--- src/rtl/scr1_tcm_ctrl.sv ---
// TCM request/response controller: IMEM/DMEM to dual-port memory strobes.
// Optional output register stage enabled by SCR1_TCM_RDATA_REG_EN.
module scr1_tcm_ctrl #(
  parameter int SCR1_TCM_SIZE = 'h00010000,
  parameter int SCR1_AWIDTH   = 32,
  parameter int MA            = $clog2(SCR1_TCM_SIZE)
) (
  input  logic                   clk,
  input  logic                   rst,
  input  logic                   imem_req,
  output logic                   imem_req_ack,
  input  logic [SCR1_AWIDTH-1:0] imem_addr,
  output logic [31:0]            imem_rdata,
  output logic [1:0]             imem_resp,
  input  logic                   dmem_req,
  input  logic                   dmem_cmd,
  input  logic [1:0]             dmem_width,
  input  logic [SCR1_AWIDTH-1:0] dmem_addr,
  input  logic [31:0]            dmem_wdata,
  output logic                   dmem_req_ack,
  output logic [31:0]            dmem_rdata,
  output logic [1:0]             dmem_resp,
  output logic                   mem_rena,
  output logic [MA-3:0]          mem_addra,
  input  logic [31:0]            mem_qa,
  output logic                   mem_renb,
  output logic                   mem_wenb,
  output logic [3:0]             mem_webb,
  output logic [MA-3:0]          mem_addrb,
  output logic [31:0]            mem_datab,
  input  logic [31:0]            mem_qb
);

  localparam logic [1:0] RESP_IDLE = 2'b00;
  localparam logic [1:0] RESP_OK   = 2'b01;
  localparam logic [1:0] RESP_ER   = 2'b10;

  logic        d_ill;
  logic        d_rd;
  logic        d_wr;
  logic        i_mis;
  logic        hazard;
  logic [1:0]  i_st;
  logic [1:0]  d_st;
  logic        d_rdq;
  logic [1:0]  d_off;
  logic [1:0]  d_wid;
  logic [31:0] d_sh;
  logic [31:0] d_al;
  logic [31:0] i_data;
  logic [31:0] d_data;
  logic        unused_hi;

  assign unused_hi = ^{imem_addr[SCR1_AWIDTH-1:MA],
                       dmem_addr[SCR1_AWIDTH-1:MA]};

  // Request decode, hazard detection and memory strobes
  always_comb begin
    d_ill = 1'b0;
    unique case (dmem_width)
      2'b00:   d_ill = 1'b0;
      2'b01:   d_ill = dmem_addr[0];
      2'b10:   d_ill = |dmem_addr[1:0];
      default: d_ill = 1'b1;
    endcase
    d_rd   = dmem_req & ~d_ill & ~dmem_cmd;
    d_wr   = dmem_req & ~d_ill & dmem_cmd;
    i_mis  = |imem_addr[1:0];
    hazard = d_wr & imem_req
           & (imem_addr[MA-1:2] == dmem_addr[MA-1:2]);
    imem_req_ack = imem_req & ~hazard;
    dmem_req_ack = 1'b1;
    mem_rena  = imem_req & ~hazard & ~i_mis;
    mem_addra = imem_addr[MA-1:2];
    mem_renb  = d_rd;
    mem_wenb  = d_wr;
    mem_addrb = dmem_addr[MA-1:2];
    mem_webb  = 4'b0000;
    mem_datab = dmem_wdata;
    unique case (dmem_width)
      2'b00: begin
        mem_webb  = 4'b0001 << dmem_addr[1:0];
        mem_datab = {4{dmem_wdata[7:0]}};
      end
      2'b01: begin
        mem_webb  = 4'b0011 << dmem_addr[1:0];
        mem_datab = {2{dmem_wdata[15:0]}};
      end
      default: mem_webb = 4'b1111;
    endcase
    if (!d_wr) mem_webb = 4'b0000;
  end

  // Response stage: status plus load offset/width for alignment
  always_ff @(posedge clk or posedge rst) begin
    if (rst) begin
      i_st  <= RESP_IDLE;
      d_st  <= RESP_IDLE;
      d_rdq <= 1'b0;
      d_off <= 2'b00;
      d_wid <= 2'b00;
    end else begin
      i_st  <= imem_req_ack ? (i_mis ? RESP_ER : RESP_OK) : RESP_IDLE;
      d_st  <= dmem_req ? (d_ill ? RESP_ER : RESP_OK) : RESP_IDLE;
      d_rdq <= d_rd;
      d_off <= dmem_addr[1:0];
      d_wid <= dmem_width;
    end
  end

  // Load data alignment with zero fill above the access width
  always_comb begin
    d_sh = mem_qb >> {d_off, 3'b000};
    d_al = d_sh;
    unique case (d_wid)
      2'b00:   d_al = {24'h0, d_sh[7:0]};
      2'b01:   d_al = {16'h0, d_sh[15:0]};
      default: d_al = d_sh;
    endcase
    i_data = (i_st == RESP_OK) ? mem_qa : 32'h0;
    d_data = d_rdq ? d_al : 32'h0;
  end

`ifdef SCR1_TCM_RDATA_REG_EN
  // Extra output stage: two-cycle latency, full throughput
  always_ff @(posedge clk or posedge rst) begin
    if (rst) begin
      imem_resp  <= RESP_IDLE;
      imem_rdata <= 32'h0;
      dmem_resp  <= RESP_IDLE;
      dmem_rdata <= 32'h0;
    end else begin
      imem_resp  <= i_st;
      imem_rdata <= i_data;
      dmem_resp  <= d_st;
      dmem_rdata <= d_data;
    end
  end
`else
  assign imem_resp  = i_st;
  assign imem_rdata = i_data;
  assign dmem_resp  = d_st;
  assign dmem_rdata = d_data;
`endif

endmodule
--- config.mk ---
export PLATFORM = sky130hd
export DESIGN_NAME = scr1_tcm_ctrl
export DESIGN_NICKNAME = d
export VERILOG_FILES = /design/src/rtl/scr1_tcm_ctrl.sv
export SDC_FILE = /design/constraint.sdc
export NUM_CORES = 1
export LEC_CHECK = 0
export CAP_MARGIN = 15
export CORE_AREA = 3 3 118 120
export DETAILED_ROUTE_END_ITERATION = 6
export DIE_AREA = 0 0 121 123
export PLACE_DENSITY_LB_ADDON = 0.1
export SLEW_MARGIN = 15
export SYNTH_ARGS = -nofsm -noshare
export SYNTH_HDL_FRONTEND = slang
export SYNTH_SLANG_ARGS = --single-unit
export TNS_END_PERCENT = 20
--- constraint.sdc ---
create_clock -name clk -period 1.9 [get_ports clk]
set_input_delay 0.38 -clock clk [delete_from_list [all_inputs] [get_ports clk]]
set_output_delay 0.38 -clock clk [all_outputs]
set_load 0.03 [all_outputs]
Word-level counts from Yosys, hierarchy flattened
Index checks and enable logic that the tools add are counted.

Bits in registers: 9. Bits of input ports: 167. Output and inout port bits: 137. Word-level logic and storage cells: 39.

Equal/unequal tests: 5. Shifts and indexed selects: 3. Mux-type cells: 11. Bitwise operators: 11. Reduce and logical (&&, ||, !) cells: 4.

Operators by type and width (count): 32-bit one-hot mux with 2 select lines (2); 32-bit 2-to-1 mux (2); 32-bit by 5-bit >> shifter with 32-bit output (1); 14-bit equality test (1); 2-bit 2-to-1 mux (4); 4-bit one-hot mux with 2 select lines (1); 1-bit bitwise AND (7); 2-bit by 1-bit equality test with 1-bit output, second input constant (3); 2-bit zero test (2); 4-bit 2-to-1 mux (1); 1-bit inverter (4); 2-bit OR reduction (2); 1-bit by 2-bit << shifter with 4-bit output, first input constant (1); 2-bit by 2-bit << shifter with 4-bit output, first input constant (1); 1-bit one-hot mux with 3 select lines (1); 2-bit equality test, second input constant (1).

Longest topological paths before layout
Gate-level depths: netlist of run 1.

Depth after elaboration: 10. Mapped depth: 6. Gate-level depth less buffers: 4.

Worst setup path before layout of run 1
No wires, ideal clock.

Path type: input to output. Start: input port dmem_width[1]. End: output port mem_webb[0]. Arrival: 2.108 ns. Data required time: 1.520 ns. Path slack: -0.588 ns. Stages on the path: 2. Path buffers: 1. Path through: buf_2 a2111oi_0.

Longest elaborated chain between the ends: 6. Elaborated cells between the ends (all ways): 9. Those cells by class: 2 x eq/ne; 3 x mux; 3 x bitwise; 1 x reduce/logical.

RTL lines: start: declaration (RTL line 17) `input logic [1:0] dmem_width,`; 2-bit equality test (tied with other cells) (RTL line 60) `unique case (dmem_width)`; 1-bit one-hot mux with 3 select lines (RTL line 60); 1-bit inverter (RTL line 67) `d_wr = dmem_req & ~d_ill & dmem_cmd;`; 1-bit bitwise AND (2 in series) (RTL line 67); 4-bit 2-to-1 mux * (RTL line 91) `if (!d_wr) mem_webb = 4'b0000;`; end: declaration (RTL line 28) `output logic [3:0] mem_webb,`.

Every way passes the cells marked *; elsewhere a longest branch is shown, timed or not.

Worst setup path in the final report of run 1
Start: register d_off[1]. End: output port dmem_rdata[0].

Longest elaborated chain between the ends: 3.

RTL lines: start: declaration (RTL line 46) `logic [1:0] d_off;`; start signal: assignment (RTL line 106) `d_off <= dmem_addr[1:0];`; 32-bit by 5-bit >> shifter with 32-bit output (RTL line 113) `d_sh = mem_qb >> {d_off, 3'b000};`; 32-bit one-hot mux with 2 select lines (RTL line 115) `unique case (d_wid)`; 32-bit 2-to-1 mux (RTL line 121) `d_data = d_rdq ? d_al : 32'h0;`; end: declaration (RTL line 21) `output logic [31:0] dmem_rdata,`.

No other way between the ends.

==> qor.csv, run 1 <==
metric;value;unit
fin. max-slew vios;0;
NumNets Final;725;
internal cell power;1.09;mW
Post-Synth XOR/XNOR Area;0.0605;
RePlAce Congestion;0.784;
Die Wd;121;µm
P_sw;0.636;mW
via count;2898;
Unique masters post-synth;32;
required time worst endpoint;1.52;ns
DR DRC count;0;
Reg clk slew, reported paths;0.04;ns
first-pass GRT wire length;15000;µm
number of cell rows;42;
Initial Util;0.155;
Core Region;13100;µm²
CP Launch Type;register;
run status;finished with violations;
yosys warns;0;
Slowest-stage cell, CP;dfrtp_1;
Seq/Total Area, Yosys;0.111;
Inserted Diodes;0;
Final Hold Vio Count;0;
CTS tree;built;
DP Area;4890;µm²
RSZ-0062 raised after global routing;true;
Top cell by count, worst path;buf_12;
drt wl/cell;14.2;µm
Final period util;1.02;
main combinational cell family by area after synthesis;simple AND/OR/NAND/NOR gates;
gr usage total;0.126;
P_leak;2.50;nW
CTS max path bufs;2;
failing checks;negative setup slack;
Die Height;123;µm
Finished Cell Area;5150;µm²
final worst slack;-0.0328;ns
Peak supply drop;0.000184;V
Root Buffer;clkbuf_16;
vias in the first global route;2916;
synthesized instance count;265;
max frequency;517;MHz
post-DP HPWL;8880;µm
WL final;10400;µm
min cycle time layout;1.93;ns
port buffer count;270;
GRT overflow;0;
area share of fa/ha/maj cells after synthesis;0;
Logic pwr share;0.668;
final setup fails;23;
Post-CTS Hold Buffers;0;
H-tree Lvls;1;
Worst Hold Class;in -> async;
initial antenna violation count;0;
Syn-to-layout area delta;154;%
critical path cell sequence;buf_12 -> buf_8 -> mux2_2 -> o211a_1 -> buf_12;
Die ar.;14900;µm²
CP max FO;6;
Clock Power Share;0.211;
#FFs+latches synth;9;
Detailed Routing Iterations Pass 1;4;
Num Clock Sinks;9;
switching part of the total;0.369;
worst hold margin;0.417;ns
Setup crit end kind;primary output;
Iteration-0 DRC Markers;123;
Pwr per Cell Area;335;nW/µm²
Seq pwr share;0.121;
layout cells sized above 1;0.497;
total CTS buffers;3;
mapped cell area;2030;µm²
delay of the slowest critical-path stage;0.36;ns
Syn Area/Cell;7.65;µm²
largest net degree at the start of global routing;33;
post-synthesis compound-gate area fraction;0.121;
worst setup path category;reg -> out;
Finished Core Util;0.394;
Critical Path AT;1.55;ns
Mapped Nets;432;
max-cap violations;0;
multiplexer share of the synthesized area;0.252;
vias per cell;3.95;
antenna viol nets, final;0;
I/O pin count;304;
Post-Synth Simple-Gate Area;0.272;
-- cells in the final DEF, fill, tap and decap left out, types with 4 or more instances in the layout --
| cell | count |
|---|---|
| a21oi_1 | 9 |
| buf_4 | 159 |
| mux2_2 | 24 |
| clkbuf_2 | 10 |
| and2_1 | 33 |
| nand2_1 | 18 |
| dlygate4sd2_1 | 21 |
| and2_4 | 8 |
| xnor2_1 | 11 |
| clkdlybuf4s15_2 | 4 |
| clkdlybuf4s50_1 | 104 |
| nor2_2 | 6 |
| buf_2 | 9 |
| o211a_1 | 8 |
| nor2_1 | 22 |
| dfrtp_1 | 9 |
| buf_6 | 21 |
| buf_12 | 8 |
| o21ai_0 | 10 |
| mux2i_1 | 18 |
-- how the worst max path moves through the flow --
stage | startpoint | to
2_1_floorplan | dmem_width[0] | mem_datab[24]
3_3_place_gp | dmem_width[0] | mem_rena
3_5_place_dp | dmem_width[0] | mem_rena
4_1_cts | dmem_width[1] | imem_req_ack
5_1_grt | mem_qb[31] | dmem_rdata[15]
6_report | d_off[1]$_DFF_PP0_ | dmem_rdata[0]
-- cells in the mapped netlist --
cell type	number	share of area
xor2_1	2	0.0086
a31oi_1	1	0.0031
dfrtp_1	9	0.11
a2111oi_0	1	0.0043
buf_2	7	0.017
buf_4	38	0.14
xnor2_1	12	0.052
o21bai_2	1	0.0056
buf_6	1	0.0056
o211a_1	8	0.040
nor4_4	1	0.010
nand3b_4	1	0.0099
nor3_4	1	0.0080
a21boi_1	1	0.0037
nand4_1	3	0.0093
a21oi_1	12	0.030
clkbuf_1	6	0.011
nor2_1	28	0.052
a21oi_2	1	0.0043
o21ai_0	11	0.027
and2_1	41	0.13
nor2b_1	4	0.012
nand2_1	18	0.033
mux2i_1	24	0.12
inv_1	3	0.0056
nand3b_1	1	0.0037
buf_1	1	0.0019
mux2_2	24	0.13
nand2b_1	1	0.0031
o21bai_1	1	0.0037
nor2_2	1	0.0031
conb_1	1	0.0019
-- area by class of cell --
| class | instances | area [µm²] |
|---|---|---|
| repair buffers | 341 | 3020 |
| flip-flops and latches | 9 | 225 |
| multi-input cells | 200 | 1600 |
| clock buffers | 4 | 78.8 |
| well taps | 176 | 220 |
| inverters | 3 | 11.3 |
| fillers | 1355 | 7930 |
-- per-stage QoR --
| step | setup TNS (ns) | cells | worst slack [ns] | power, mW |
|---|---|---|---|---|
| finish | -0.461 | 733 | -0.0328 | 1.72 |
| global route | -2.70 | 733 | -0.125 | 1.82 |
| CTS | -0.692 | 729 | -0.0878 | 1.71 |
| detailed placement | -20.03 | 725 | -0.939 | 1.35 |
| global placement | -19.29 | 725 | -0.880 | 1.35 |
| floorplan | 0 | 265 | 0.0180 | 0.750 |
-- kinds of logic (layout without fill, tap and decap cells) --
kind of cell	Yosys count	count (layout)
simple gates	100	100
buf+inv	56	348
mux	48	48
compound gates	37	37
xor+xnor	14	14
flops	9	9
other cells	1	1
-- flip-flops by register name (all words and copies together) (netlist names) --
register / flops
d_wid: 2
d_off: 2
imem_resp: 2
dmem_resp: 2
d_rdq: 1
-- power by group through the flow --
| stage | Clock (mW) | Combinational [mW] | Sequential [mW] |
|---|---|---|---|
| floorplan | 0 | 0.532 | 0.219 |
| global placement | 0 | 1.14 | 0.211 |
| detailed placement | 0 | 1.14 | 0.212 |
| CTS | 0.371 | 1.13 | 0.209 |
| global route | 0.386 | 1.23 | 0.210 |
| finish | 0.364 | 1.15 | 0.209 |
-- per-layer routing --
| metal | vias up | part of all wire | GRT usage |
|---|---|---|---|
| met4 | 0 | 0.016 | 0.0333 |
| met1 | 1277 | 0.38 | 0.143 |
| met2 | 167 | 0.49 | 0.228 |
| li1 | 1440 | - | - |
| met5 | - | 0 | 0 |
| met3 | 14 | 0.11 | 0.0412 |
-- critical path, delay by kind of cell, from the launching register on --
family | cells | cell delay (ns)
flip-flops | 1 | 0.36
buffers and inverters | 3 | 0.40
AO/OA/AOI/OAI | 1 | 0.24
multiplexers | 1 | 0.32
-- what timing repair did --
action,4_1_cts,5_1_grt
cloned,0,0
endpoints found under the hold margin,0,0
buffers inserted,0,5
pin swaps,11,22
setup endpoints to repair,56,38
gates resized for setup,138,81
No activity file was read; power rests on OpenSTA's default activity.
==> inputs of run 2 (changes only) <==
--- a/config.mk
+++ b/config.mk
@@ -5,10 +5,11 @@
 export SDC_FILE = /design/constraint.sdc
 export NUM_CORES = 1
 export LEC_CHECK = 0
-export CAP_MARGIN = 15
+export CAP_MARGIN = 20
 export CORE_AREA = 3 3 118 120
 export DETAILED_ROUTE_END_ITERATION = 6
 export DIE_AREA = 0 0 121 123
+export GPL_TIMING_DRIVEN = 0
 export PLACE_DENSITY_LB_ADDON = 0.1
 export SLEW_MARGIN = 15
 export SYNTH_ARGS = -nofsm -noshare
==> qor.csv, run 2 (synthesis gave the netlist of run 1 again) <==
metric;value;unit;change
Root Buffer;clkbuf_16;;
Num Clock Sinks;9;;unchanged
gr usage total;0.139;;+0.0126
fin. max-slew vios;0;;unchanged
Final period util;1.03;;+0.0127
drt wl/cell;15.0;µm;+6.1%
layout cells sized above 1;0.420;;-0.0770
internal cell power;1.06;mW;-2.1%
Critical Path AT;1.58;ns;+0.03 ns
run status;finished with violations;;
Worst Hold Class;in -> reg;;
Setup crit end kind;primary output;;
CP Launch Type;register;;
Initial Util;0.155;;unchanged
Final Hold Vio Count;0;;unchanged
failing checks;negative setup slack;;
Core Region;13100;µm²;unchanged
via count;2862;;-1.2%
WL final;10900;µm;+5.5%
required time worst endpoint;1.52;ns;about the same
total CTS buffers;3;;unchanged
antenna viol nets, final;0;;unchanged
initial antenna violation count;1;;+1
RSZ-0062 raised after global routing;true;;
Setup WS pre-CTS;-1.13;ns;-0.190 ns
P_leak;2.37;nW;-5.0%
Die Wd;121;µm;unchanged
commonest non-fill, non-tap cell in the layout;clkdlybuf4s50_1;;
DP Area;4960;µm²;+1.4%
worst hold margin;0.318;ns;-0.0992 ns
max frequency;511;MHz;-1.2%
first-pass GRT wire length;16300;µm;+8.8%
Seq pwr share;0.124;;+0.003
post-DP HPWL;9220;µm;+3.8%
Finished Core Util;0.392;;-0.00172
Die ar.;14900;µm²;unchanged
final setup fails;12;;-48%
H-tree Lvls;1;;unchanged
delay of the slowest critical-path stage;0.34;ns;-0.02 ns
Die Height;123;µm;unchanged
vias per cell;3.93;;-0.70%
max-cap violations;0;;unchanged
vias in the first global route;2981;;+2.2%
CTS max path bufs;2;;unchanged
port buffer count;270;;unchanged
Clock Power Share;0.211;;about the same
dpl cells;712;;-1.8%
switching part of the total;0.372;;+0.00268
GRT overflow;0;;unchanged
largest net degree at the start of global routing;11;;-67%
Iteration-0 DRC Markers;91;;-26%
Pwr per Cell Area;330;nW/µm²;-1.2%
Peak supply drop;0.000154;V;-16%
P_sw;0.630;mW;-0.95%
Layout Cells excl Fill;729;;-0.55%
RePlAce Congestion;0.770;;-1.8%
min cycle time layout;1.96;ns;+0.0241 ns
Reg clk slew, reported paths;0.04;ns;about the same
I/O pin count;304;;unchanged
Finished Cell Area;5130;µm²;-0.44%
DR DRC count;0;;unchanged
setup TNS;-0.312;ns;+0.149 ns
worst setup path category;reg -> out;;
crit path capture;dmem_rdata[7];;
number of cell rows;42;;unchanged
NumNets Final;720;;-0.69%
Detailed Routing Iterations Pass 1;4;;unchanged
Worst Setup SP;d_off[1]$_DFF_PP0_;;
Tot Pwr;1.69;mW;-1.7%
CP max FO;10;;+4
Post-CTS Hold Buffers;0;;unchanged
Syn-to-layout area delta;153;%;
most frequent cells in the layout;132 x clkdlybuf4s50_1, 64 x buf_4, 52 x buf_2;;
CTS tree;built;;
Logic pwr share;0.665;;-0.003
final worst slack;-0.0569;ns;-0.0241 ns
critical path cell sequence;buf_8 -> buf_12 -> mux2_2 -> o211a_1 -> buf_2;;
Slowest-stage cell, CP;dfrtp_1;;
-- run 2: cell types whose count changed in the layout (fill, tap and decap cells not counted), sizes merged --
cell / delta
buf: -67
clkdlybuf4s15: +29
clkdlybuf4s50: +28
dlygate4sd2: +7
clkbuf: -3
clkdlybuf4s18: +1
diode: +1
-- run 2: worst max-delay path: cells and delay by family, from the launching register on --
kind	cells	cell delay [ns]
multiplexers	1	0.33
AO/OA/AOI/OAI	1	0.20
flip-flops	1	0.34
buffers and inverters	3	0.46
-- run 2: worst min-delay path by stage --
stage | startpoint | to | slack (ns) | cells past startpoint
2_1_floorplan | rst | d_off[0]$_DFF_PP0_ | 0.21 | 1
3_3_place_gp | rst | imem_resp[1]$_DFF_PP0_ | 0.66 | 2
3_5_place_dp | rst | imem_resp[1]$_DFF_PP0_ | 0.66 | 2
4_1_cts | dmem_width[1] | d_wid[1]$_DFF_PP0_ | 0.33 | 1
5_1_grt | dmem_width[1] | d_wid[1]$_DFF_PP0_ | 0.33 | 1
6_report | dmem_width[1] | d_wid[1]$_DFF_PP0_ | 0.32 | 1
-- run 2: layer usage --
layer | up-vias | track usage | part of all wire
li1 | 1431 | - | -
met1 | 1277 | 0.157 | 0.38
met4 | 0 | 0.0212 | 0.0049
met3 | 2 | 0.0462 | 0.10
met5 | - | 0 | 0
met2 | 152 | 0.258 | 0.51
-- run 2: area by class of cell --
class | instances | area, µm²
Inverter | 3 | 11.3
Tap cell | 176 | 220
Buffer | 52 | 412
Sequential cell | 9 | 226
Multi-Input combinational cell | 200 | 1610
Antenna cell | 1 | 2.50
Fill cell | 1368 | 7960
Timing Repair Buffer | 284 | 2570
Clock buffer | 4 | 78.8
-- run 2: power by group through the flow --
| stage | sequential, mW | combinational, mW | clock (mW) |
|---|---|---|---|
| 2_1_floorplan | 0.219 | 0.532 | 0 |
| 3_3_place_gp | 0.209 | 1.14 | 0 |
| 3_5_place_dp | 0.209 | 1.14 | 0 |
| 4_1_cts | 0.211 | 1.11 | 0.363 |
| 5_1_grt | 0.212 | 1.20 | 0.379 |
| 6_report | 0.211 | 1.13 | 0.358 |
-- run 2: timing repair --
item,4_1_cts,5_1_grt
setup buffers,8,3
endpoints found under the setup margin,132,53
pin swaps,15,2
gates cloned,1,1
resized for setup,490,85
